**src/rtl/shift_pipe.sv**
```systemverilog
// Pipelined barrel shifter with a valid/ready handshake.
// The log2(XLEN) mux levels are spread over PIPE register stages.
module shift_pipe #(
    parameter int XLEN = 32,
    parameter int PIPE = 2,
    parameter int TAGW = 5
) (
    input  logic            i_clk,
    input  logic            i_rst,
    input  logic            i_valid,
    output logic            o_ready,
    input  logic [2:0]      i_op,
    input  logic [XLEN-1:0] i_a,
    input  logic [XLEN-1:0] i_b,
    input  logic [TAGW-1:0] i_tag,
    output logic            o_valid,
    input  logic            i_ready,
    output logic [XLEN-1:0] o_result,
    output logic [TAGW-1:0] o_tag
);

    localparam int SHW   = $clog2(XLEN);
    localparam int BASE  = SHW / PIPE;
    localparam int EXTRA = SHW % PIPE;

    localparam logic [2:0] OP_SLL = 3'b000;
    localparam logic [2:0] OP_SRL = 3'b001;
    localparam logic [2:0] OP_SRA = 3'b010;
    localparam logic [2:0] OP_ROL = 3'b011;
    localparam logic [2:0] OP_ROR = 3'b100;

    typedef struct packed {
        logic            v;
        logic [2:0]      op;
        logic [SHW-1:0]  sh;
        logic [XLEN-1:0] data;
        logic [TAGW-1:0] tag;
    } beat_t;

    // Earlier stages take the leftover levels when SHW does not divide evenly.
    function automatic int level_stage(input int lvl);
        int lo;
        int n;
        int st;
        lo = 0;
        st = 0;
        for (int s = 0; s < PIPE; s++) begin
            n = BASE + ((s < EXTRA) ? 1 : 0);
            if (lvl >= lo && lvl < lo + n) st = s;
            lo = lo + n;
        end
        return st;
    endfunction

    function automatic logic [XLEN-1:0] shift_level(
        input logic [XLEN-1:0] d,
        input logic [2:0]      op,
        input int              amt
    );
        logic [XLEN-1:0] fill;
        logic [XLEN-1:0] r;
        fill = {XLEN{d[XLEN-1]}};
        case (op)
            OP_SLL:  r = d << amt;
            OP_SRL:  r = d >> amt;
            OP_SRA:  r = (d >> amt) | (fill & ~({XLEN{1'b1}} >> amt));
            OP_ROL:  r = (d << amt) | (d >> (XLEN - amt));
            OP_ROR:  r = (d >> amt) | (d << (XLEN - amt));
            default: r = d;
        endcase
        return r;
    endfunction

    beat_t q   [PIPE];
    beat_t nxt [PIPE];
    beat_t in_beat;
    logic  stall;
    logic  unused_b;

    assign unused_b = ^i_b[XLEN-1:SHW];

    assign in_beat = '{
        v:    i_valid,
        op:   i_op,
        sh:   i_b[SHW-1:0],
        data: i_a,
        tag:  i_tag
    };

    assign o_valid  = q[PIPE-1].v;
    assign o_result = q[PIPE-1].data;
    assign o_tag    = q[PIPE-1].tag;
    assign stall    = o_valid && !i_ready;
    assign o_ready  = !stall;

    always_comb begin
        nxt[0] = in_beat;
        for (int s = 1; s < PIPE; s++) begin
            nxt[s] = q[s-1];
        end
        for (int s = 0; s < PIPE; s++) begin
            for (int j = 0; j < SHW; j++) begin
                if (level_stage(j) == s && nxt[s].sh[j]) begin
                    nxt[s].data = shift_level(nxt[s].data, nxt[s].op, 1 << j);
                end
            end
        end
    end

    // Payload only loads with a valid beat so outputs keep the last result.
    always_ff @(posedge i_clk) begin
        if (i_rst) begin
            for (int s = 0; s < PIPE; s++) begin
                q[s] <= '0;
            end
        end else if (!stall) begin
            for (int s = 0; s < PIPE; s++) begin
                if (nxt[s].v) begin
                    q[s] <= nxt[s];
                end else begin
                    q[s].v <= 1'b0;
                end
            end
        end
    end

endmodule

```
**config.mk**
```make
export PLATFORM = sky130hd
export DESIGN_NAME = shift_pipe
export DESIGN_NICKNAME = d
export VERILOG_FILES = /design/src/rtl/shift_pipe.sv
export SDC_FILE = /design/constraint.sdc
export NUM_CORES = 1
export LEC_CHECK = 0
export CAP_MARGIN = 20
export CORE_ASPECT_RATIO = 1.1
export CORE_MARGIN = 5
export CORE_UTILIZATION = 43
export DETAILED_ROUTE_END_ITERATION = 10
export GPL_TIMING_DRIVEN = 0
export PLACE_DENSITY = 0.68
export SLEW_MARGIN = 30
export SYNTH_ARGS = -nofsm -noshare
export SYNTH_HDL_FRONTEND = slang
export SYNTH_SLANG_ARGS = --single-unit
```
**constraint.sdc**
```tcl
create_clock -name i_clk -period 3.6 [get_ports i_clk]
set_clock_uncertainty 0.15 [all_clocks]
set_input_delay 0.72 -clock i_clk [delete_from_list [all_inputs] [get_ports i_clk]]
set_output_delay 0.72 -clock i_clk [all_outputs]
set_load 0.03 [all_outputs]
```
==> metrics <==
die extent in x 128.2 um; Max-slew headroom 43.35%; Final Util 53.01%; final instance area 0.007980 mm2; DR pass1 iterations 6; Reg with most FFs q; critical path class input port to flop; Worst EP required 3520 ps; r2r endpoint q[1][31]; Max Slew Vio Count 0; layout cells sized above 1 11.23%; HPWL after DPL 21220 um; Clk Tree Root Cell clkbuf_16; clock-pin slew on the worst setup and hold paths 60 ps; top cell type's share of synthesized area 36.36%; Syn Std Cell Area 0.006606 mm2; CTS tree built; Synthesis Warnings 0; Routed WL per cell 26.37 um; outcome complete, no violations; initial antenna violation count 0; Remaining DRCs 0; vias in the first global route 7074; Final period util 97.83%; Synth cell types 67; I/O Buffers 81; register area share after synthesis 36.67%; commonest non-fill, non-tap cells in the layout nor2_1 (111), clkdlybuf4s50_1 (81), edfxtp_1 (80); Highest Clock Rate 283.9 MHz; RSZ-0062 raised after global routing false; CP Launch Type input port; ANT nets after route 0; Pwr Total 3.369 mW; placed cell areas 0.007685 mm2; CTS max path bufs 2; Period minus WS final 3522 ps; Max H-tree Level 3; clock latency on the worst-skew pair 340 ps; Post-Syn Nets 824; Crit. End Element flop; Synth area leader edfxtp_1; P_leak 2.784 nW; Post-synth ARST share 0%; largest registers q: 81 flops; n_diodes 0; I/O Pins 115; Vias 7093; R2R Path Start q[0][42]; fillers 1480; Sink Count 81; max reg flops 81; cells on worst reg2reg path 7; Area growth, synth to finish 20.80%; TritonCTS Buffers 9; Hold Startpoint q[0][1]; # rows 47; WHS Endpoint q[1][1]; Mean Syn Cell Area 8.832 um2; worst setup margin 78.02 ps; synth top area cells edfxtp_1 (36%), nor2_1 (6.4%), a21oi_1 (5.4%), mux2i_1 (3.8%), o221ai_2 (3.0%); Die H 140 um; Worst Tran Pin Value 849.7 ps; Cell Pwr Density 422.1 mW/mm2; worst vdd ir 0.2099 mV; total gr overflow 0; Post-Place Setup Slack -298.4 ps; Setup Viol. Count Final 0; worst-path fanout max 10; nets@finish 917; first-pass GRT wire length 41680 um; most common cell after layout, fill and taps aside nor2_1; Seq cells post-synth 81; Final Hold Viols 0; initial core utilization 43.88%; Mapped Cells 748; routability cong. 1.040; DR vias/cell 6.807; cts hold-fix bufs 0; TNS Setup 0 ps; dominant synthesized flop cell edfxtp_1; worst reg-to-reg setup slack 580 ps; hold depth 1; Finished Layout Cells 1042; core area 0.01505 mm2; EDFF count, synth 80; gr usage total 30.07%; WL final 27480 um; Setup crit start i_op[1]; die area 0.01795 mm2; WHS 370.4 ps; max-cap violation count 0; Cell Count Post-Placement 1026; pin count of the biggest net entering global routing 38; drt first-iter violations 823; Hold Crit Class flop to flop; critical path arrival 3440 ps
==> cell families after synthesis <==
family          after synthesis  synth area share, %
simple gates                255                18.14
flops                        81                36.67
buf+inv                      75                5.152
xor+xnor                      3               0.6252
mux                          35                5.492
compound gates              299                33.92
==> power breakdown <==
part	internal [mW]	switching, mW	leakage (nW)	total, mW
Sequential	1.18	0.0774	0.861	1.26
Clock	0.476	0.392	0.142	0.867
Combinational	0.435	0.808	1.78	1.24
==> worst max-delay path, cell delays in order <==
cell and delay (ps):
clkdlybuf4s50_1 540, buf_4 240, o21ai_4 340, and2_1 180, clkbuf_1 230, clkbuf_1 600, o221ai_1 310, o221ai_1 220
a21oi_1 70
==> worst max path at each step <==
stage | endpoint | depth (start not counted)
5_1_grt | q[0][6] | 9
2_1_floorplan | q[0][27] | 9
3_5_place_dp | q[0][23] | 8
3_3_place_gp | q[0][14] | 9
6_report | q[0][6] | 9
4_1_cts | q[0][23] | 8
==> synth_stat cells, types with 3 or more instances <==
cell type,number
o221ai_2,13
nand3_1,7
a211oi_1,15
o221a_2,3
nand3b_1,5
mux2_1,4
a21boi_1,3
inv_1,6
buf_1,4
clkbuf_1,38
o22ai_1,16
a21o_1,7
buf_4,5
a2bb2oi_1,9
nor2b_1,6
edfxtp_1,80
o21ai_0,34
nand2_1,39
a2111oi_2,4
nor3_1,20
and2_1,25
o211ai_1,6
mux2i_1,25
nor2_1,112
a221oi_1,18
a22oi_1,10
nand2b_1,6
a22o_1,9
or3_1,21
a21oi_1,71
or2_2,4
o21ai_1,11
o221ai_1,22
a211oi_2,7
a221o_1,11
o21a_1,3
a31oi_1,8
mux2_2,6
buf_2,20
==> timing repair <==
action                     CTS  global route
buffers inserted             0             0
gates resized for setup      0             6
setup endpoints to repair    0             5
==> per-layer routing <==
metal	vias to the layer above	routed length [um]	GRT usage, %	share of wire, %
met4	0	2089	20.34	7.6
met2	499	13130	50.23	48
li1	3113	-	-	-
met1	3348	10110	34.88	37
met5	-	0	0	0
met3	133	2146	5.141	7.8
==> area by class of cell <==
type                       instances  area [um2]  share of cell area (%)
inverter                           6       22.52                  0.2822
clock inverter                     7       52.55                  0.6585
multi-input combinational        592        3862                   48.40
timing repair buffer              82       830.8                   10.41
buffer                            69       319.1                   3.998
tap                              196       245.2                   3.073
sequential                        81        2422                   30.35
clock buffer                       9       225.2                   2.822
Note: power is estimated with default switching activity, not from simulation.
